### config.mk
export PLATFORM = sky130hd
export DESIGN_NAME = run_result_ctrl_flat
export DESIGN_NICKNAME = d
export VERILOG_FILES = /design/src/rtl/ctrl_pkg.sv /design/src/rtl/run_result_ctrl_if.sv /design/src/rtl/page_rotator.sv /design/src/rtl/run_result_ctrl.sv /design/src/flat_wrapper.sv
export SDC_FILE = /design/constraint.sdc
export NUM_CORES = 1
export LEC_CHECK = 0
export BUFFER_PORTS_ARGS = -buffer_cell sky130_fd_sc_hd__buf_2
export CAP_MARGIN = 20
export CORE_ASPECT_RATIO = 0.75
export CORE_MARGIN = 2
export CORE_UTILIZATION = 55
export CTS_CLUSTER_SIZE = 8
export DETAILED_ROUTE_END_ITERATION = 8
export PLACE_DENSITY = 0.78
export SYNTH_ARGS = -nofsm -noshare
export SYNTH_HDL_FRONTEND = slang
export SYNTH_HIERARCHICAL = 1
export SYNTH_SLANG_ARGS = --single-unit
### constraint.sdc
create_clock -name Clk -period 4.4 [get_ports Clk]
set_clock_uncertainty 0.2 [all_clocks]
set_input_delay 0.22 -clock Clk [delete_from_list [all_inputs] [get_ports Clk]]
set_output_delay 0.22 -clock Clk [all_outputs]
set_load 0.01 [all_outputs]
### src/rtl/ctrl_pkg.sv
// Shared encodings for the run/result controller: FSM states and display page codes.
// Pure declarations; no logic, no latency.
package ctrl_pkg;
   typedef enum logic [1:0] {
      HOLD = 2'd0,
      RUN  = 2'd1,
      DONE = 2'd2
   } state_t;

   localparam logic [1:0] PG_XY   = 2'd0;
   localparam logic [1:0] PG_SAD  = 2'd1;
   localparam logic [1:0] PG_CYC  = 2'd2;
   localparam logic [1:0] PG_LAST = 2'd2;
endpackage

### src/rtl/run_result_ctrl_if.sv
// Datapath observation inputs and run/result/display outputs of the run controller.
// master = controller side, slave = datapath/display side; no flow control, all signals sampled every cycle.
interface run_result_ctrl_if;
   logic [31:0] PC;
   logic [31:0] v0_in;
   logic [31:0] v1_in;
   logic [31:0] sad_in;
   logic        core_rst;
   logic        done;
   logic        timeout;
   logic [1:0]  page;
   logic [15:0] NumberA;
   logic [15:0] NumberB;
   logic [31:0] run_cycles;

   modport master (
      input  PC, v0_in, v1_in, sad_in,
      output core_rst, done, timeout, page, NumberA, NumberB, run_cycles
   );

   modport slave (
      output PC, v0_in, v1_in, sad_in,
      input  core_rst, done, timeout, page, NumberA, NumberB, run_cycles
   );
endinterface

### src/rtl/page_rotator.sv
// Cycles the display page 0->1->2->0, holding each for DWELL cycles while enabled.
// Page and tick are registered (tick pulses on the edge the page changes); disabled = counter and page held at 0.
module page_rotator
   import ctrl_pkg::*;
#(
   parameter logic [31:0] DWELL = 32'd100_000_000
) (
   input  logic       Clk,
   input  logic       Reset,
   input  logic       enable,
   output logic [1:0] page,
   output logic       tick
);
   logic [31:0] dwell_cnt;

   always_ff @(posedge Clk) begin
      if (Reset || !enable) begin
         dwell_cnt <= '0;
         page      <= PG_XY;
         tick      <= 1'b0;
      end else if (dwell_cnt == DWELL - 32'd1) begin
         dwell_cnt <= '0;
         tick      <= 1'b1;
         page      <= (page == PG_LAST) ? PG_XY : page + 2'd1;
      end else begin
         dwell_cnt <= dwell_cnt + 32'd1;
         tick      <= 1'b0;
      end
   end
endmodule

### src/rtl/run_result_ctrl.sv
// Holds the core in reset, runs it until PC stalls or a timeout, then freezes and pages the results.
// All outputs registered; display follows a page change by one cycle; no backpressure.
module run_result_ctrl
   import ctrl_pkg::*;
#(
   parameter int unsigned RST_CYCLES  = 4,
   parameter int unsigned STALL_LIMIT = 8,
   parameter logic [31:0] TIMEOUT     = 32'd1_000_000,
   parameter logic [31:0] DWELL       = 32'd100_000_000
) (
   input logic               Clk,
   input logic               Reset,
   run_result_ctrl_if.master bus
);
   state_t      state;
   logic [31:0] hold_cnt, stall_cnt, prev_pc, run_cnt, run_next;
   logic [15:0] cap_x, cap_y, num_a, num_b;
   logic [31:0] cap_sad;
   logic        first_run, core_rst_q, done_q, timeout_q, shown;
   logic        pc_match, halt, tmo, tick;
   logic [1:0]  page;
   logic        unused_hi;

   assign unused_hi = ^{bus.v0_in[31:16], bus.v1_in[31:16]};

   always_comb begin
      pc_match = !first_run && (bus.PC == prev_pc);
      halt     = pc_match && (stall_cnt + 32'd1 == STALL_LIMIT - 1);
      tmo      = (run_cnt == TIMEOUT - 32'd1);
      run_next = (run_cnt == '1) ? run_cnt : run_cnt + 32'd1;
   end

   always_ff @(posedge Clk) begin
      if (Reset) begin
         state      <= HOLD;
         core_rst_q <= 1'b1;
         done_q     <= 1'b0;
         timeout_q  <= 1'b0;
         hold_cnt   <= '0;
         stall_cnt  <= '0;
         prev_pc    <= '0;
         run_cnt    <= '0;
         first_run  <= 1'b0;
         cap_x      <= '0;
         cap_y      <= '0;
         cap_sad    <= '0;
      end else begin
         case (state)
            HOLD: begin
               core_rst_q <= 1'b1;
               if (hold_cnt == RST_CYCLES - 1) begin
                  state      <= RUN;
                  core_rst_q <= 1'b0;
                  prev_pc    <= '0;
                  stall_cnt  <= '0;
                  first_run  <= 1'b1;
               end else begin
                  hold_cnt <= hold_cnt + 32'd1;
               end
            end
            RUN: begin
               run_cnt   <= run_next;
               prev_pc   <= bus.PC;
               first_run <= 1'b0;
               stall_cnt <= pc_match ? stall_cnt + 32'd1 : '0;
               // A genuine halt outranks a coincident timeout.
               if (halt || tmo) begin
                  state     <= DONE;
                  done_q    <= 1'b1;
                  timeout_q <= !halt;
                  cap_x     <= bus.v0_in[15:0];
                  cap_y     <= bus.v1_in[15:0];
                  cap_sad   <= bus.sad_in;
               end
            end
            DONE: begin
               done_q <= 1'b1;
            end
            default: state <= HOLD;
         endcase
      end
   end

   page_rotator #(.DWELL(DWELL)) u_rot (
      .Clk    (Clk),
      .Reset  (Reset),
      .enable (done_q),
      .page   (page),
      .tick   (tick)
   );

   // Display reloads on entry to DONE and on every page change.
   always_ff @(posedge Clk) begin
      if (Reset) begin
         num_a <= '0;
         num_b <= '0;
         shown <= 1'b0;
      end else if (done_q && (!shown || tick)) begin
         shown <= 1'b1;
         case (page)
            PG_XY:   begin num_a <= cap_y;          num_b <= cap_x;          end
            PG_SAD:  begin num_a <= cap_sad[31:16]; num_b <= cap_sad[15:0];  end
            PG_CYC:  begin num_a <= run_cnt[31:16]; num_b <= run_cnt[15:0];  end
            default: begin num_a <= '0;             num_b <= '0;             end
         endcase
      end
   end

   assign bus.core_rst   = core_rst_q;
   assign bus.done       = done_q;
   assign bus.timeout    = timeout_q;
   assign bus.page       = page;
   assign bus.NumberA    = num_a;
   assign bus.NumberB    = num_b;
   assign bus.run_cycles = run_cnt;
endmodule

### src/flat_wrapper.sv
// flat-port wrapper written by rule: the top's interface ports become plain ports
module run_result_ctrl_flat import ctrl_pkg::*;
#(
   parameter int unsigned RST_CYCLES  = 4,
   parameter int unsigned STALL_LIMIT = 8,
   parameter logic [31:0] TIMEOUT     = 32'd1_000_000,
   parameter logic [31:0] DWELL       = 32'd100_000_000
)
  (Clk, Reset, bus_PC, bus_v0_in, bus_v1_in, bus_sad_in, bus_core_rst, bus_done, bus_timeout, bus_page, bus_NumberA, bus_NumberB, bus_run_cycles);
  run_result_ctrl_if bus_i ();
  input logic Clk;
  input logic Reset;
  input wire logic [$bits(bus_i.PC)-1:0] bus_PC;
  input wire logic [$bits(bus_i.v0_in)-1:0] bus_v0_in;
  input wire logic [$bits(bus_i.v1_in)-1:0] bus_v1_in;
  input wire logic [$bits(bus_i.sad_in)-1:0] bus_sad_in;
  output wire logic [$bits(bus_i.core_rst)-1:0] bus_core_rst;
  output wire logic [$bits(bus_i.done)-1:0] bus_done;
  output wire logic [$bits(bus_i.timeout)-1:0] bus_timeout;
  output wire logic [$bits(bus_i.page)-1:0] bus_page;
  output wire logic [$bits(bus_i.NumberA)-1:0] bus_NumberA;
  output wire logic [$bits(bus_i.NumberB)-1:0] bus_NumberB;
  output wire logic [$bits(bus_i.run_cycles)-1:0] bus_run_cycles;
  assign bus_i.PC = bus_PC;
  assign bus_i.v0_in = bus_v0_in;
  assign bus_i.v1_in = bus_v1_in;
  assign bus_i.sad_in = bus_sad_in;
  assign bus_core_rst = bus_i.core_rst;
  assign bus_done = bus_i.done;
  assign bus_timeout = bus_i.timeout;
  assign bus_page = bus_i.page;
  assign bus_NumberA = bus_i.NumberA;
  assign bus_NumberB = bus_i.NumberB;
  assign bus_run_cycles = bus_i.run_cycles;
  run_result_ctrl #(.RST_CYCLES(RST_CYCLES), .STALL_LIMIT(STALL_LIMIT), .TIMEOUT(TIMEOUT), .DWELL(DWELL)) u_core (.Clk(Clk), .Reset(Reset), .bus(bus_i));
endmodule
==> impl_metrics.yaml, run 1 <==
synthesis:
  yosysWarnings: 6
  synth_nets: 1714
  ys.flop_type: "dfxtp_1"
  synth-edff-count: 0
  netlist_instances: 1579
  ys_types: 66
  avgSynthCellArea_um2: 8.081
  async_reset_ff_share_pct: 0
  syn-cell-area_um2: 12760
  yosysSeqAreaShare_pct: 41.73
  ys_ff_latch: 266
timing:
  timing.slew.headroom_pct: 38.39
  fmax_mhz: 249.9
  fin_crit_ns: 4.002
  tightestPinTransition_ns: 0.9221
  finalSetupViolCount: 0
  slew_violations: 0
  fin_crit_sh_pct: 90.96
  rsz0062_at_grt: "false"
  finalHoldViolations: 0
  final.setup.tns_ns: 0
route:
  final_antenna_net_count: 0
  routedWlPerCell_um: 16.93
  vias: 12560
  totalWireLength_mm: 35.34
  drt_iter0_markers: 1175
  dr.pass1.iters: 8
  avgViaCountPerCell: 6.016
  drc: 0
worst_setup_path:
  crit_path_cell_trace: "ha_1, nand3_2, or4_4, nor4_1, or3_1, o2bb2a_1, a41oi_4, buf_4, o21ai_0, a21oi_1"
  cp_data_required_time_ns: 4.63
  crit_arrival_ns: 4.24
  startpoint: "u_core/stall_cnt[0]$_SDFFE_PP0P_"
  crit_family: "simple AND/OR/NAND/NOR gates"
  cp-start-kind: "flip-flop"
  r2r-start: "u_core/stall_cnt[0]$_SDFFE_PP0P_"
  cp_num_buf_inv: 1
  critPathKind: "reg2reg"
  end_kind: "flip-flop"
  cpMaxStageDelayCell: "or4_4"
  crit_fanout: 65
  r2r_cells: 10
  r2r_slack_ns: 0.40
  r2r-end: "u_core/cap_x[10]$_SDFFE_PP0P_"
  slowest_delay_ns: 0.62
clocking:
  postCtsSetupBuffers: 0
  clock_path_buffers: 3
  cts_buffers: 39
  clkSlewWorstSetupHoldPaths_ns: 0.05
  cts-root-buf: "clkbuf_16"
  worstSkewPairLatency_ns: 0.52
  cts-htree-levels: 2
  cts_tree: "done"
  cts.sinks: 266
die:
  ioPinCount: 199
  die-area_um2: 24450
  core-area_um2: 22880
  die_h_um: 135.9
  initial_core_util_pct: 55.76
  fp.dieW_um: 179.9
  row_count: 48
layout:
  multi_input_area_um2: 6864
  drive_gt1_share_pct: 14.49
  layout.nets: 1920
  syn2layout_area_growth_pct: 22.55
  antenna_cells: 0
  layoutNonFillerInstCount: 2088
  area.sequential_um2: 5326
  num-fill-cells: 1723
flow_run:
  cap_violations: 0
grt:
  grt-ovfl-total: 0
  grt_max_degree: 104
  grt_pass1_vias: 11740
  grtUsageTotal_pct: 27.74
  antenna_found_initial: 0
  grt_pass1_wl_mm: 57.46
place:
  gp_congestion: 0.8807
  dp.cells: 1946
  hpwl_mm: 21.32
  numPortBuffers: 166
hold_path:
  whs_endpoint: "u_core/bus.run_cycles[3]$_SDFFE_PP0P_"
  whs_path_depth: 2
  holdCritPathClass: "in2reg"
  hp-start: "Reset"
run_status:
  status: "complete, no violations"
pwr:
  power_density_nw_per_um2: 361.7
  ir_drop_mv: 0.3210
  leakagePower_nw: 5.606
==> flip-flops by register name, summed over array words and instances, names as in the netlist <==
| name | count |
|---|---|
| u_core/bus.run_cycles | 32 |
| u_core/first_run | 1 |
| u_core/cap_x | 16 |
| u_core/bus.NumberB | 16 |
| u_core/hold_cnt | 32 |
| u_core/state | 2 |
| u_core/u_rot/dwell_cnt | 32 |
| u_core/bus.timeout | 1 |
| u_core/u_rot/tick | 1 |
| u_core/bus.done | 1 |
| u_core/bus.core_rst | 1 |
| u_core/bus.NumberA | 16 |
| u_core/stall_cnt | 32 |
| u_core/prev_pc | 32 |
| u_core/cap_sad | 32 |
| u_core/u_rot/page | 2 |
| u_core/shown | 1 |
| u_core/cap_y | 16 |
==> cells by family (layout without fill, tap and decap cells) <==
kind of cell	after synthesis	in the layout	share of synthesized area, %
xor gates and xnor gates	114	114	7.825
AOI/OAI and AO/OA	367	367	15.92
buffers and inverters	135	344	4.795
muxes	37	37	2.952
and+or+nand+nor	655	655	26.28
adders and majority gates	5	5	0.4903
DFF	266	266	41.73
==> layer usage <==
metal,global-route usage (%),vias up,wire length [um]
met5,0,-,0
met4,8.401,0,793
met3,5.411,91,2799
met2,44.87,535,16070
met1,37.74,5919,15680
li1,-,6016,-
==> cells in the final DEF (no fill, tap or decap), drive strengths merged, types with 2 or more instances in the layout <==
cell           n
xnor2         39
or4            8
nor2         192
a41oi          2
and2          12
dlygate4sd3   96
and3          20
inv           22
nand2         97
nand4         46
nand4b         2
a2111oi        2
a31oi         13
nand2b         5
a41o           2
nor3          38
or3           30
nor4          28
nor3b          5
or2            4
clkbuf        41
a21oi        189
ha             5
buf          182
mux2           2
a211oi        40
dfxtp        266
o21ai        108
nor4b          4
nand3        145
a31o           2
xor2          75
mux2i         35
nor4bb         2
and4           8
nor2b          5
==> area by class of cell <==
class,instances,area share (%)
well taps,300,2.400
multi-input cells,1178,43.89
flip-flops and latches,266,34.06
repair buffers,279,12.51
clock buffers,41,6.425
clock inverters,3,0.2080
inverters,21,0.5041
==> worst max path at each step <==
stage                                            to  slack (ns)  cells after the start
CTS                 u_core/cap_sad[27]$_SDFFE_PP0P_        0.56                     10
floorplan           u_core/cap_sad[11]$_SDFFE_PP0P_        1.21                     11
finish                u_core/cap_x[10]$_SDFFE_PP0P_        0.40                     10
global route        u_core/cap_sad[27]$_SDFFE_PP0P_        0.23                     10
detailed placement    u_core/cap_x[12]$_SDFFE_PP0P_        0.57                     10
global placement       u_core/cap_y[9]$_SDFFE_PP0P_        0.67                     10
==> worst register-to-register path: stages, from the launching register on <==
cell	delay, ns
dfxtp_1	0.45
ha_1	0.29
nand3_2	0.17
or4_4	0.62
nor4_1	0.58
or3_1	0.19
o2bb2a_1	0.26
a41oi_4	0.15
buf_4	0.57
o21ai_0	0.25
a21oi_1	0.20
==> Yosys cell counts, types with 3 or more instances <==
cell type  instances  area, um2
buf_2             12      60.06
xor2_1            75      656.9
nor3_1            34      170.2
xnor2_1           39      341.6
nand2b_1           5      31.28
mux2i_1           35      350.3
nor2b_1            5      31.28
nor3b_1            5      37.54
clkbuf_2           3      15.01
and2_1            12      75.07
nor4b_1            4      35.03
o21ai_1           28      140.1
ha_1               5      62.56
or4_1              6      45.04
a211oi_1          39      292.8
nand4_4            3      63.81
nor4_1            25      156.4
clkbuf_1          77      289.0
dfxtp_1          266       5325
nand2_1           97      364.1
o21ai_0           80      400.4
inv_1             21      78.83
buf_6             11      123.9
nor3_2             3      30.03
or2_2              4      25.02
a31oi_1           13      81.33
or3_1             30      187.7
a21oi_1          189      945.9
and3_1            20      125.1
and4_1             7      61.31
nor2_1           191      716.9
buf_1             10      37.54
nand3_1          143      715.7
nand4_1           41      256.5
==> power breakdown <==
part / switching (W) / total [W] / internal (W)
combinational: 0.000346 / 0.000546 / 0.000199
clock: 0.00101 / 0.00260 / 0.00160
sequential: 0.0000419 / 0.00251 / 0.00246
==> timing repair <==
item,CTS,global route
resized for setup,0,0
hold buffers,96,0
endpoints found under the hold margin,96,0
==> stage by stage <==
stage | setup slack, ns | area [um2] | util [%] | total power (W) | hold slack (ns)
2_1_floorplan | 1.212 | 12760 | - | 0.002857 | 0.1560
3_3_place_gp | 0.6669 | 13610 | 59.47 | 0.002997 | 0.2326
3_5_place_dp | 0.5669 | 13610 | 59.47 | 0.003008 | 0.2543
4_1_cts | 0.5596 | 15610 | 68.20 | 0.005671 | 0.01838
5_1_grt | 0.2280 | 15640 | 68.34 | 0.005856 | 0.05419
6_report | 0.3978 | 15640 | 68.34 | 0.005656 | 0.02473
Power figures use the tool's default switching activity.
==> run 2, diff against run 1 <==
GPL_TIMING_DRIVEN = 0   (was unset)
PLACE_DENSITY = 0.77   (was 0.78)
SYNTH_HIERARCHICAL = unset   (was 1)
==> run 2 against run 1 <==
Effect of this change:
- sequential power barely moved
- final cell count rose by 13%
- power up 4.4%
- fmax grew 1.4%
- first-iteration DRC count up 49%
- sequential share of layout area shrank 3.1 points
- global-route usage rose by 5.2 points
- largest power group unchanged
==> impl_metrics.yaml, run 2 <==
timing:
  fin_crit_sh_pct: 89.68
  finalSetupViolCount: 0
  slew_violations: 0
  finalHoldViolations: 0
  tightestPinTransition_ns: 1.117
  timing.slew.headroom_pct: 25.41
  layout_setup_ws_ns: 0.4541
  fmax_mhz: 253.4
  final.setup.tns_ns: 0
  fin_crit_ns: 3.946
  rsz0062_at_grt: "false"
  holdWs_ns: 0.2658
grt:
  grtUsageMet3_pct: 6.678
  busiest_layer: "met2"
  grt_use_met1_pct: 48.50
  grt_max_degree: 11
  grt-ovfl-total: 0
  grtUsageTotal_pct: 32.92
  grt_pass1_wl_mm: 70.81
  antenna_found_initial: 0
  grtUsageMet2_pct: 49.24
  grt_pass1_vias: 13210
worst_setup_path:
  end_kind: "flip-flop"
  crit_arrival_ns: 4.14
  cp_data_required_time_ns: 4.59
  r2r_cells: 11
  cp-start-kind: "flip-flop"
  crit_fanout: 10
  critPathKind: "reg2reg"
clocking:
  postCtsSetupBuffers: 0
  worstSkewPairLatency_ns: 0.53
  cts_tree: "done"
  cts-root-buf: "clkbuf_16"
  cts-htree-levels: 2
  clock_path_buffers: 3
  hold_buffers: 96
  cts_buffers: 39
  clkSlewWorstSetupHoldPaths_ns: 0.05
  cts_resized: 0
  cts.sinks: 266
synthesis:
  ys_types: 64
  synth_common_cells: "dfxtp_1 (266), nor2_1 (201), nand2_1 (163)"
  syn-cell-area_um2: 13920
  avgSynthCellArea_um2: 8.105
  yosysWarnings: 0
  ys_ff_latch: 266
  synth_top_area_share_pct: 38.27
  synth-edff-count: 0
  yosysMostFrequentCell: "dfxtp_1"
  yosysTopAreaCell: "dfxtp_1"
  yosysSeqAreaShare_pct: 38.27
  ys.flop_type: "dfxtp_1"
  netlist_instances: 1717
  synthTopCellsByArea: "dfxtp_1 (38%), nand3_1 (5.7%), nor2_1 (5.4%)"
  async_reset_ff_share_pct: 0
  synth_nets: 1852
die:
  initial_core_util_pct: 55.89
  die-area_um2: 26600
  ioPinCount: 199
  core-area_um2: 24900
  row_count: 50
  fp.dieW_um: 187.7
  die_h_um: 141.8
layout:
  final_cell_mix: "dfxtp_1 (266), nor2_1 (201), buf_2 (176)"
  drive_gt1_share_pct: 14.43
  final_cell_area_um2: 17210
  layout_commonest_cell: "dfxtp_1"
  utilization_pct: 69.12
  layout.nets: 2156
  syn2layout_area_growth_pct: 23.67
route:
  routedWlPerCell_um: 19.20
  vias: 14650
  totalWireLength_mm: 45.40
  dr.pass1.iters: 8
  drt_iter0_markers: 1754
  avgViaCountPerCell: 6.198
  final_antenna_net_count: 0
  drc: 0
pwr:
  ir_drop_mv: 0.2170
  leakagePower_nw: 6.579
  power_density_nw_per_um2: 343.0
flow_run:
  cap_violations: 0
place:
  pre_cts_ws_ns: 0.6049
  hpwl_mm: 30.97
  postPlaceCellArea_um2: 15170
  gp_congestion: 0.9603
  numPortBuffers: 166
hold_path:
  holdCritPathClass: "reg2reg"
  whs_path_depth: 1
run_status:
  status: "complete, no violations"
[run 2: cell count changes in the layout (fill, tap and decap cells not counted), sizes merged, moves of 12 or more]
| cell | previous run | this run |
|---|---|---|
| a21oi | 189 | 116 |
| a32oi | 0 | 64 |
| and3 | 20 | 84 |
| buf | 182 | 197 |
| clkbuf | 41 | 149 |
| nand2 | 97 | 163 |
| nand3 | 145 | 158 |
| nand4 | 46 | 27 |
| nor3 | 38 | 24 |
| nor4 | 28 | 40 |
| o21ai | 108 | 45 |
| or4b | 0 | 65 |
[run 2: layout make-up]
type                       count  area, um2
multi-input combinational   1293       7895
fill                        2010       7689
sequential                   266       5325
timing repair buffer         263       1797
clock buffer                  41       1015
buffer                       138      620.6
tap                          338      422.9
inverter                      20      75.07
clock inverter                 3      55.05
antenna                        2      5.005
[run 2: kinds of logic (layout without fill, tap and decap cells)]
kind of cell	Yosys count	after routing	share of synthesized area [%]
other	0	2	0
AOI/OAI and AO/OA	284	284	13.34
DFF	266	266	38.27
adders and majority gates	5	5	0.4496
muxes	36	36	2.589
buffers and inverters	158	465	4.999
and+or+nand+nor	849	849	32.86
xor gates and xnor gates	119	119	7.490
[run 2: path summary, 6_finish.rpt]
check / slack (ns) / start / to
worst min register to register: 0.27 / u_core.u_rot.dwell_cnt[0]$_SDFF_PP0_ / u_core.u_rot.dwell_cnt[0]$_SDFF_PP0_
worst min-delay path: 0.27 / u_core.u_rot.dwell_cnt[0]$_SDFF_PP0_ / u_core.u_rot.dwell_cnt[0]$_SDFF_PP0_
worst max-delay path: 0.45 / u_core.stall_cnt[1]$_SDFFE_PP0P_ / u_core.cap_y[2]$_SDFFE_PP0P_
worst max register to register: 0.45 / u_core.stall_cnt[1]$_SDFFE_PP0P_ / u_core.cap_y[2]$_SDFFE_PP0P_
[run 2: stage by stage]
step	instances	total power (W)
floorplan	1717	0.002899
detailed placement	2221	0.003116
global placement	2221	0.003104
global route	2362	0.006073
finish	2364	0.005903
CTS	2361	0.005885
[run 2: critical path: stages, from the launching register on]
cell and delay, ns:
dfxtp_1 0.48, ha_1 0.38, nand3_1 0.30, nor4_1 0.53, nand4b_1 0.16, a21oi_1 0.22
nand4_1 0.19, nor4_4 0.63, buf_6 0.24, buf_2 0.24, or4b_1 0.16, nand3_1 0.07
[run 2: layer usage]
layer | vias to the layer above | wire length (um)
li1 | 6821 | -
met1 | 6862 | 19730
met2 | 878 | 19270
met3 | 90 | 5516
met4 | 0 | 881
met5 | - | 0
[run 2: report_power, final]
part           internal [W]  leakage, nW  total [W]  switching (W)
clock               0.00167        0.526    0.00273        0.00106
sequential          0.00246         2.14    0.00250      0.0000401
combinational      0.000233         3.91   0.000667       0.000434
